[src/rtl/ball_engine.sv]
// Pong game-state engine: once per frame tick it moves the ball, resolves
// wall/paddle bounces and misses, and keeps both scores.
module ball_engine #(
  parameter int H_RES         = 640,
  parameter int V_RES         = 480,
  parameter int X_POS_W       = 10,
  parameter int Y_POS_W       = 10,
  parameter int BALL_SIDE     = 8,
  parameter int PADDLE_WIDTH  = 8,
  parameter int PADDLE_HEIGHT = 64,
  parameter int PLAYER_X      = 16,
  parameter int PC_X          = 616,
  parameter int SPEED         = 2,
  parameter int SERVE_DELAY   = 60,
  parameter int WIN_SCORE     = 7
) (
  input  logic               clk_i,
  input  logic               rst_ni,
  input  logic               new_frame_i,
  input  logic               restart_i,
  input  logic [Y_POS_W-1:0] player_paddle_y_i,
  input  logic [Y_POS_W-1:0] pc_paddle_y_i,
  output logic [X_POS_W-1:0] ball_x_o,
  output logic [Y_POS_W-1:0] ball_y_o,
  output logic [3:0]         player_score_o,
  output logic [3:0]         pc_score_o,
  output logic               ball_hit_o,
  output logic               point_o,
  output logic               game_over_o
);

  localparam int XW    = X_POS_W + 1;
  localparam int YW    = Y_POS_W + 1;
  localparam int CNT_W = $clog2(SERVE_DELAY + 1);

  localparam logic [X_POS_W-1:0] CX       = X_POS_W'(H_RES / 2 - BALL_SIDE / 2);
  localparam logic [Y_POS_W-1:0] CY       = Y_POS_W'(V_RES / 2 - BALL_SIDE / 2);
  localparam logic [X_POS_W-1:0] X_PL_HIT = X_POS_W'(PLAYER_X + PADDLE_WIDTH);
  localparam logic [X_POS_W-1:0] X_PC_HIT = X_POS_W'(PC_X - BALL_SIDE);
  localparam logic [Y_POS_W-1:0] Y_BOTTOM = Y_POS_W'(V_RES - BALL_SIDE);

  localparam logic [XW-1:0] SPD_X   = XW'(SPEED);
  localparam logic [XW-1:0] BS_X    = XW'(BALL_SIDE);
  localparam logic [XW-1:0] PL_EDGE = XW'(PLAYER_X + PADDLE_WIDTH);
  localparam logic [XW-1:0] PC_EDGE = XW'(PC_X);
  localparam logic [XW-1:0] HRES_X  = XW'(H_RES);
  localparam logic [YW-1:0] SPD_Y   = YW'(SPEED);
  localparam logic [YW-1:0] BS_Y    = YW'(BALL_SIDE);
  localparam logic [YW-1:0] PH_Y    = YW'(PADDLE_HEIGHT);
  localparam logic [YW-1:0] VRES_Y  = YW'(V_RES);

  typedef enum logic [1:0] {
    SERVE = 2'd0,
    PLAY  = 2'd1,
    OVER  = 2'd2
  } state_e;

  state_e             state_q;
  logic [CNT_W-1:0]   cnt_q;
  logic [X_POS_W-1:0] x_q;
  logic [Y_POS_W-1:0] y_q;
  logic               dx_q;  // 1 = moving right
  logic               dy_q;  // 1 = moving down
  logic [3:0]         pscore_q;
  logic [3:0]         cscore_q;
  logic               hit_q;
  logic               point_q;
  logic               over_q;

  logic [XW-1:0]      xe_s;
  logic [XW-1:0]      nx_s;
  logic [YW-1:0]      ye_s;
  logic [Y_POS_W-1:0] ny_s;
  logic [YW-1:0]      ppy_s;
  logic [YW-1:0]      cpy_s;
  logic               ov_player_s;
  logic               ov_pc_s;
  logic               hit_player_s;
  logic               hit_pc_s;
  logic               miss_left_s;
  logic               miss_right_s;
  logic               wall_top_s;
  logic               wall_bot_s;
  logic [X_POS_W-1:0] x_d;
  logic [Y_POS_W-1:0] y_d;
  logic               dx_d;
  logic               dy_d;
  logic [3:0]         pscore_d;
  logic [3:0]         cscore_d;

  // Candidate motion and collision resolution for one PLAY tick
  always_comb begin
    xe_s  = {1'b0, x_q};
    ye_s  = {1'b0, y_q};
    ppy_s = {1'b0, player_paddle_y_i};
    cpy_s = {1'b0, pc_paddle_y_i};

    if (dx_q) begin
      nx_s = xe_s + SPD_X;
    end else begin
      nx_s = xe_s - SPD_X;
    end
    // Any wrap of the candidate is masked by a wall, paddle or miss below
    if (dy_q) begin
      ny_s = y_q + Y_POS_W'(SPEED);
    end else begin
      ny_s = y_q - Y_POS_W'(SPEED);
    end

    ov_player_s  = (ye_s + BS_Y > ppy_s) && (ye_s < ppy_s + PH_Y);
    ov_pc_s      = (ye_s + BS_Y > cpy_s) && (ye_s < cpy_s + PH_Y);
    hit_player_s = !dx_q && (xe_s >= PL_EDGE) && (nx_s < PL_EDGE) && ov_player_s;
    hit_pc_s     = dx_q && (xe_s + BS_X <= PC_EDGE) && (nx_s + BS_X > PC_EDGE) && ov_pc_s;
    miss_left_s  = !dx_q && (xe_s < SPD_X) && !hit_player_s;
    miss_right_s = dx_q && (xe_s + BS_X + SPD_X >= HRES_X) && !hit_pc_s;
    wall_top_s   = !dy_q && (ye_s <= SPD_Y);
    wall_bot_s   = dy_q && (ye_s + BS_Y + SPD_Y >= VRES_Y);

    if (hit_player_s) begin
      x_d  = X_PL_HIT;
      dx_d = 1'b1;
    end else if (hit_pc_s) begin
      x_d  = X_PC_HIT;
      dx_d = 1'b0;
    end else begin
      x_d  = nx_s[X_POS_W-1:0];
      dx_d = dx_q;
    end

    if (wall_top_s) begin
      y_d  = '0;
      dy_d = 1'b1;
    end else if (wall_bot_s) begin
      y_d  = Y_BOTTOM;
      dy_d = 1'b0;
    end else begin
      y_d  = ny_s;
      dy_d = dy_q;
    end

    pscore_d = (pscore_q == 4'd15) ? 4'd15 : pscore_q + 4'd1;
    cscore_d = (cscore_q == 4'd15) ? 4'd15 : cscore_q + 4'd1;
  end

  // Game FSM: every state and output register advances only on a frame tick
  always_ff @(posedge clk_i or negedge rst_ni) begin
    if (!rst_ni) begin
      state_q  <= SERVE;
      cnt_q    <= '0;
      x_q      <= CX;
      y_q      <= CY;
      dx_q     <= 1'b1;
      dy_q     <= 1'b1;
      pscore_q <= 4'd0;
      cscore_q <= 4'd0;
      hit_q    <= 1'b0;
      point_q  <= 1'b0;
      over_q   <= 1'b0;
    end else begin
      hit_q   <= 1'b0;
      point_q <= 1'b0;
      if (new_frame_i) begin
        case (state_q)
          SERVE: begin
            if (cnt_q == CNT_W'(SERVE_DELAY - 1)) begin
              cnt_q   <= '0;
              state_q <= PLAY;
            end else begin
              cnt_q <= cnt_q + CNT_W'(1);
            end
          end
          PLAY: begin
            if (miss_left_s || miss_right_s) begin
              x_q     <= CX;
              y_q     <= CY;
              dy_q    <= 1'b1;
              point_q <= 1'b1;
              cnt_q   <= '0;
              if (miss_left_s) begin
                cscore_q <= cscore_d;
                dx_q     <= 1'b0;
                if (cscore_d == 4'(WIN_SCORE)) begin
                  state_q <= OVER;
                  over_q  <= 1'b1;
                end else begin
                  state_q <= SERVE;
                end
              end else begin
                pscore_q <= pscore_d;
                dx_q     <= 1'b1;
                if (pscore_d == 4'(WIN_SCORE)) begin
                  state_q <= OVER;
                  over_q  <= 1'b1;
                end else begin
                  state_q <= SERVE;
                end
              end
            end else begin
              x_q   <= x_d;
              y_q   <= y_d;
              dx_q  <= dx_d;
              dy_q  <= dy_d;
              hit_q <= hit_player_s || hit_pc_s;
            end
          end
          OVER: begin
            if (restart_i) begin
              state_q  <= SERVE;
              cnt_q    <= '0;
              pscore_q <= 4'd0;
              cscore_q <= 4'd0;
              over_q   <= 1'b0;
              dx_q     <= 1'b1;
              dy_q     <= 1'b1;
              x_q      <= CX;
              y_q      <= CY;
            end else begin
              over_q <= 1'b1;
            end
          end
          default: begin
            state_q <= SERVE;
          end
        endcase
      end
    end
  end

  assign ball_x_o       = x_q;
  assign ball_y_o       = y_q;
  assign player_score_o = pscore_q;
  assign pc_score_o     = cscore_q;
  assign ball_hit_o     = hit_q;
  assign point_o        = point_q;
  assign game_over_o    = over_q;

endmodule

[config.mk]
export PLATFORM = sky130hd
export DESIGN_NAME = ball_engine
export DESIGN_NICKNAME = d
export VERILOG_FILES = /design/src/rtl/ball_engine.sv
export SDC_FILE = /design/constraint.sdc
export NUM_CORES = 1
export LEC_CHECK = 0
export BUFFER_PORTS_ARGS = -buffer_cell sky130_fd_sc_hd__buf_2
export CORE_MARGIN = 8
export CORE_UTILIZATION = 40
export DETAILED_ROUTE_END_ITERATION = 8
export PLACE_DENSITY = 0.61
export SKIP_CTS_REPAIR_TIMING = 1
export SLEW_MARGIN = 20
export SYNTH_ARGS = -nofsm -noshare
export SYNTH_HDL_FRONTEND = slang
export SYNTH_SLANG_ARGS = --single-unit
[constraint.sdc]
create_clock -name clk_i -period 10.8 [get_ports clk_i]
set_input_delay 0 -clock clk_i [delete_from_list [all_inputs] [get_ports clk_i]]
set_output_delay 0 -clock clk_i [all_outputs]
set_load 0.02 [all_outputs]
== Word-level counts from Yosys, hierarchy flattened ==
Cells that the tools add are included.

* Register bits: 41
* Output and inout bits: 31
* Logic and storage cells: 138

* $add $sub $neg: 14
* Magnitude comparators: 12
* Equality and inequality tests: 16
* Muxes and demuxes: 54
* Reduce and logical (&&, ||, !) cells: 31

{| class="wikitable"
|+ Operators with widths
! cell !! count
|-
| $mux W10 || 9
|-
| $pmux W10 S2 || 2
|-
| $mux W4 || 7
|-
| $add A10 B4 Y11 const B || 2
|-
| $add A10 B7 Y11 const B || 2
|-
| $add A11 B2 Y11 const B || 2
|-
| $gt A11 B10 Y1 || 2
|-
| $lt A10 B11 Y1 || 2
|-
| $mux W1 || 19
|-
| $mux W6 || 3
|-
| $pmux W6 S3 || 1
|-
| $pmux W4 S2 || 2
|-
| $reduce_and A4 Y1 || 4
|-
| $reduce_and A5 Y1 || 3
|-
| $logic_and A1 B1 Y1 || 14
|-
| $mux W2 || 6
|-
| $add A10 B2 Y11 const B || 1
|-
| $add A11 B4 Y11 const B || 1
|-
| $ge A11 B10 Y1 const B || 1
|-
| $ge A11 B9 Y1 const B || 1
|-
| $gt A11 B10 Y1 const B || 1
|-
| $le A11 B10 Y1 const B || 1
|-
| $lt A11 B5 Y1 const B || 1
|-
| $mux W11 || 1
|-
| 24 further kinds || 39
|}

== Depth between registers and ports, before layout ==
Gate-level depths: netlist of the first run.

* Word-level depth: 12
* Mapped depth: 16
* Mapped depth without buffers: 13

== Worst setup path after synthesis of the first run ==
Ideal clock, no wire load.

* Path kind: register -> register
* From: reg y_q[4] (netlist: ball_y_o[4])
* To: reg cnt_q[0]
* Arrival time: 3.743 ns
* Setup slack: 6.932 ns
* Cell stages (with the launch flop): 15
* Path buffers: 1
* Period minus slack after synthesis: 3.868 ns
* Path through: dfrtp_1 -> ha_1 -> clkbuf_1 -> nand3_1 -> nor2_1 -> xor2_1 -> ha_1 -> and3_1 -> nand4_1 -> a21oi_1 -> a2111o_1 -> a311oi_4 -> a22oi_2 -> o21ai_1 -> mux2_2

* Word-level cells in the longest chain between the ends: 9
* Elaborated cells between the ends (all ways): 16
* Those cells by class: add/sub: 1; order compare: 4; eq/ne: 1; reduce/logical: 10

{| class="wikitable"
|+ RTL lines
! item !! RTL line !! RTL
|-
| start, declared || 61 || <nowiki>logic [Y_POS_W-1:0] y_q;</nowiki>
|-
| start signal, assigned || 200 || <nowiki>y_q <= y_d;</nowiki>
|-
| $add A10 B4 Y11 || 110, 111 ||
|-
| $gt A11 B10 Y1 (on tied branches) || 110, 111 ||
|-
| $logic_and A1 B1 Y1 (on tied branches) || 110, 111 ||
|-
| $logic_and A1 B1 Y1 (on tied branches) || 112, 113 ||
|-
| $logic_not A1 Y1 (on tied branches) || 114, 115 ||
|-
| $logic_and A1 B1 Y1 (on tied branches) || 114, 115 ||
|-
| $logic_or A1 B1 Y1 (*) || 173 || <nowiki>if (miss_left_s || miss_right_s) begin</nowiki>
|-
| $ne A2 B2 Y1 (no line) (*) || n/a ||
|-
| $reduce_and A4 Y1 (no line) (*) || n/a ||
|-
| end signal, assigned || 169 || <nowiki>cnt_q <= cnt_q + CNT_W'(1);</nowiki>
|-
| end, declared || 59 || <nowiki>logic [CNT_W-1:0] cnt_q;</nowiki>
|}

Every way passes the cells marked *; elsewhere a longest branch is shown, timed or not.
A chain may end at the register's enable or synchronous reset.

== Worst setup path in the final report of the first run ==
* From: reg y_q[3] (netlist: ball_y_o[3])
* To: reg cnt_q[1]

The elaborated chain is that of the path after synthesis.

==> qor.yml, run 1 <==
grt_pass1_wl_mm: 20.9
drt_pass1_iterations: 4
placed_area_sq_mm: 0.00480
stdcell_area_sq_mm: 0.00492
synth_flop_cell: "dfrtp_1"
pre_cts_slack_ns: 6.30
fin_nets: 671
h-tree-depth: 2
cp.arrival_ns: 4.71
rsz0062_at_grt: "no"
cp-end-kind: "flip-flop"
crit_fanout: 38
drt_iter0_drc: 260
hpwl_mm: 9.50
rows: 38
worstMarginPinSlew_ns: 0.989
wl_per_cell_um: 17.0
drc_errors: 0
synth-async-reset-ratio: 1.00
final.min_clock_period_ns: 4.53
clk_pin_slew_ns: 0.08
io_buffers: 52
cts_tree: "done"
setup_viol: 0
slew_viol_final: 0
ir_drop_mv: 0.132
relSlewSlack: 0.336
syn_area_sq_mm: 0.00449
routed_wirelength_mm: 12.5
crit_type: "reg -> reg"
ys_seq_area_frac: 0.221
synth_edf_count: 0
finClkSkew_ns: 0.00480
grt_max_degree: 40
diodes: 0
hold_viol: 0
worst_hold_path_type: "in -> reg"
dieWidth_um: 122
grt_overflow: 0
areaGrowthSynthToFinish_pct: 9.56
setup_tns_ns: 0
yosys.cell_types.count: 81
fmax_ghz: 0.221
vias_per_cell: 5.98
ys_ff_latch: 39
root_buffer: "clkbuf_8"
initial_utilization: 0.412
status: "finished clean"
timing.final.crit_share: 0.419
die_h_um: 122
max_cap_viol_count: 0
crit_required_ns: 10.98
vias: 4398
worst_slack_ns: 6.27
clkLatencyLatePin_ns: 0.29
numCtsBuffers: 5
syn_area_per_cell_sq_um: 8.03
mostFrequentLayoutCells: "53 x ha_1, 52 x buf_2, 48 x inv_1"
multi_input_area_sq_mm: 0.00318
place_congestion: 0.855
ff_latch_area_sq_um: 991
ys_warn_count: 0
cp-start-kind: "flip-flop"
pin_count: 55
clock-sinks: 39
antenna_left: 0
cts_buffer_depth: 2
grt_pass1_vias: 4372
grt_usage: 0.168
layout_commonest_cell: "ha_1"
synthCells: 559
die-area_sq_mm: 0.0149
p_leak_nw: 2.23
antenna_found_initial: 0
post-place-cells: 726
fillCellCount: 1086
drive_gt1_frac: 0.156
powerDensity_mw_per_mm2: 238
coreArea_sq_mm: 0.0109
instances_no_fill: 735
==> metal layers <==
metal  track usage  routed length (um)  up-vias  share of wire
met2         0.281                5900      142           0.47
met3        0.0199                 705       11          0.056
met5             0                   0        -              0
met1         0.225                5790     2087           0.46
li1              -                   -     2158              -
met4        0.0386                 128        0          0.010
==> sequential cells by signal (all words and copies together) (netlist names) <==
signal          count
point_o             1
state_q             2
game_over_o         1
pc_score_o          4
dx_q                1
ball_y_o            9
ball_x_o            9
dy_q                1
player_score_o      4
cnt_q               6
ball_hit_o          1
==> per-stage QoR <==
step	total power, W	utilization	hold WS [ns]
6_report	0.00117	0.452	0.0229
4_1_cts	0.00117	0.451	-0.141
2_1_floorplan	0.000861	-	-0.296
5_1_grt	0.00128	0.452	0.0232
3_3_place_gp	0.00104	0.441	0.184
3_5_place_dp	0.00105	0.441	0.183
==> critical path, stage by stage, from the launching register on <==
cell and delay, ns:
dfstp_2 0.68, ha_1 0.35, nand3_1 0.17, nor2_1 0.23, xor2_1 0.32, ha_1 0.31
and3_1 0.20, nand4_1 0.10, a21oi_1 0.07, a2111o_1 0.41, a311oi_4 0.32, a22oi_2 0.12
buf_4 0.28, o21ai_1 0.45, mux2_2 0.39
==> final cells by class <==
cell class | instances | area share
Clock inverter | 1 | 0.00153
Timing Repair Buffer | 55 | 0.0580
Sequential cell | 39 | 0.202
Tap cell | 140 | 0.0356
Clock buffer | 7 | 0.0196
Multi-Input combinational cell | 445 | 0.647
Inverter | 48 | 0.0366
==> cells by family (layout without fill, tap and decap cells) <==
group | Yosys count | in the layout | synth area share
fa+ha+maj | 54 | 54 | 0.150
compound gates | 151 | 151 | 0.249
other cells | 1 | 2 | 0.000836
simple gates | 212 | 212 | 0.254
flops | 39 | 39 | 0.221
buf+inv | 76 | 111 | 0.0711
xor+xnor | 18 | 18 | 0.0351
mux | 8 | 8 | 0.0192
==> synth_stat cells (8+ instances only) <==
library cell	count	area [sq um]
and3_1	12	75.1
ha_1	53	663
nand2_1	39	146
nand4_1	13	81.3
clkbuf_1	15	56.3
nand2b_1	8	50.1
xnor2_1	14	123
nand3_1	32	160
inv_1	48	180
nor2b_1	9	56.3
buf_2	9	45.0
o211ai_1	8	60.1
nor2_1	36	135
dfrtp_1	27	676
nor3_1	16	80.1
dfstp_2	12	315
o21ai_0	21	105
a21oi_1	26	130
nor4_1	8	50.1
==> report_power, final <==
group / internal, W / switching (W)
Sequential: 0.000212 / 0.000143
Combinational: 0.000296 / 0.000407
Clock: 0.0000581 / 0.0000539
==> worst paths after layout <==
path	to	from	cells past startpoint	slack, ns
max	cnt_q[1]	ball_y_o[3]	14	6.27
min reg2reg	cnt_q[3]	cnt_q[3]	1	0.55
max reg2reg	cnt_q[1]	ball_y_o[3]	14	6.27
min in group asynchronous	game_over_o	rst_ni	2	0.36
min	point_o	new_frame_i	2	0.02
max in group asynchronous	ball_y_o[1]	rst_ni	2	9.89
(Power assumes the default switching activity.)
==> run 2, diff against run 1 <==
--- a/config.mk
+++ b/config.mk
@@ -9,7 +9,7 @@
 export CORE_MARGIN = 8
 export CORE_UTILIZATION = 40
 export DETAILED_ROUTE_END_ITERATION = 8
-export PLACE_DENSITY = 0.61
+export PLACE_DENSITY = 0.64
 export SKIP_CTS_REPAIR_TIMING = 1
 export SLEW_MARGIN = 20
 export SYNTH_ARGS = -nofsm -noshare
==> constraint.sdc (replaced) <==
create_clock -name clk_i -period 3.8 [get_ports clk_i]
set_input_delay 0 -clock clk_i [delete_from_list [all_inputs] [get_ports clk_i]]
set_output_delay 0 -clock clk_i [all_outputs]
set_load 0.02 [all_outputs]
==> run 2 against run 1 <==
  * Cell area increased by 7.0%
  * Worst setup slack got worse by 6.1 ns
  * Register-to-register slack got worse by 6.1 ns
  * Combinational power increased to 3.4 times the previous value
  * Via count increased by 5.5%
  * Die area unchanged
  * Non-clock buffer count increased by 43
  * Final cell count increased by 5.9%
  * Clock skew increased by 0.0059 ns
  * Critical path depth decreased by 1
  * Sequential power increased to 2.5 times the previous value
==> qor.yml, run 2 (synthesis gave the netlist of run 1 again) <==
numCtsBuffers: 5
powerDensity_mw_per_mm2: 683
hpwl_mm: 10.3
startpoint: "ball_y_o[3]"
drt_iter0_drc: 339
wl_per_cell_um: 17.0
clock-sinks: 39
fin_nets: 714
grt_usage: 0.176
p_leak_nw: 2.45
netSwitchingPower_w: 0.00181
top_layer_used: "met4"
relSlewSlack: 0.394
worstPathCellList: "buf_4 > nand3_1 > xnor2_2 > ha_1 > nand4_1 > a211oi_2 > o211ai_1 > a2111o_1 > a311oi_4 > a22oi_2 > buf_6 > o21ai_2 > mux2_2"
vias_per_cell: 5.96
grt_pass1_wl_mm: 21.8
worstMarginPinSlew_ns: 0.909
slew_viol_final: 0
drt_pass1_iterations: 5
place_congestion: 0.950
rows: 38
antenna_found_initial: 0
pwr-share-comb: 0.672
setup_viol: 0
rsz0062_at_grt: "no"
pre_cts_slack_ns: -0.104
clkLatencyLatePin_ns: 0.29
p_total_w: 0.00359
cts_tree: "done"
p_int_w: 0.00179
setup_tns_ns: 0
grt_pass1_vias: 4557
finClkSkew_ns: 0.0107
grt_max_degree: 40
max_cap_viol_count: 0
fillCellCount: 1051
io_buffers: 52
drive_gt1_frac: 0.226
worst_slack_ns: 0.140
vias: 4640
status: "finished clean"
max_stage_delay_ns: 0.58
pin_count: 55
cp-start-kind: "flip-flop"
crit_required_ns: 3.98
areaGrowthSynthToFinish_pct: 17.3
hp-start: "new_frame_i"
p_clk_frac: 0.078
die_h_um: 122
worst_hold_path_type: "in -> reg"
sw_frac_of_total: 0.503
cp.arrival_ns: 3.84
met3_length_um: 689
root_buffer: "clkbuf_8"
pwr-share-seq: 0.251
final.min_clock_period_ns: 3.66
cts_buffer_depth: 2
ir_drop_mv: 0.310
cp-end-kind: "flip-flop"
die-area_sq_mm: 0.0149
holdWs_ns: 0.00761
clk_pin_slew_ns: 0.08
fmax_ghz: 0.273
crit_fanout: 7
slowest_stage: "dfstp_2"
dieWidth_um: 122
crit_type: "reg -> reg"
grt_overflow: 0
hold_viol: 0
r2r-start: "ball_y_o[3]"
drc_errors: 0
diodes: 0
wl_met1_mm: 6.10
timing.final.crit_share: 0.963
coreArea_sq_mm: 0.0109
antenna_left: 0
h-tree-depth: 2
mostFrequentLayoutCells: "53 x ha_1, 53 x buf_2, 48 x inv_1"
initial_utilization: 0.412
wl_met2_mm: 6.23
routed_wirelength_mm: 13.3
run 2: layer usage:
| metal | GRT usage | vias to the layer above |
|---|---|---|
| li1 | - | 2235 |
| met1 | 0.225 | 2233 |
| met2 | 0.298 | 149 |
| met3 | 0.0259 | 23 |
| met4 | 0.0563 | 0 |
| met5 | 0 | - |
run 2: path summary, 6_finish.rpt:
check,endpoint,slack [ns],depth (start not counted)
worst max-delay path,cnt_q[1],0.14,13
worst min-delay path,point_o,0.008,2
worst max register to register,cnt_q[1],0.14,13
worst min register to register,cnt_q[4],0.54,1
max in group asynchronous,ball_y_o[4],2.80,2
min in group asynchronous,ball_y_o[1],0.37,2
run 2: area by class of cell:
class | count | area, sq um | area share
clock buffer | 6 | 72.6 | 0.0138
inverter | 48 | 180 | 0.0342
sequential | 39 | 992 | 0.188
timing repair buffer | 98 | 609 | 0.116
clock inverter | 2 | 12.5 | 0.00238
tap | 140 | 175 | 0.0333
multi-input combinational | 445 | 3220 | 0.612
run 2: power groups by stage:
| stage | combinational (W) | sequential, W | clock (W) |
|---|---|---|---|
| global route | 0.00268 | 0.000940 | 0.000300 |
| detailed placement | 0.00233 | 0.000901 | 0 |
| finish | 0.00241 | 0.000902 | 0.000279 |
| floorplan | 0.00152 | 0.000932 | 0 |
| CTS | 0.00235 | 0.000895 | 0.000286 |
| global placement | 0.00227 | 0.000894 | 0 |
run 2: worst max-delay path, delay by kind of cell, from the launching register on:
kind            cells  cell delay [ns]
compound gates      6             1.43
xor+xnor            1             0.18
fa+ha+maj           1             0.34
buf+inv             2             0.35
flops               1             0.58
mux                 1             0.36
simple gates        2             0.29
run 2: through the flow:
stage                     std cells  area [sq um]   util
after floorplan                 560          4500      -
after global placement          761          5070  0.466
after detailed placement        761          5070  0.466
after CTS                       769          5160  0.474
after global routing            778          5260  0.483
final                           778          5260  0.483
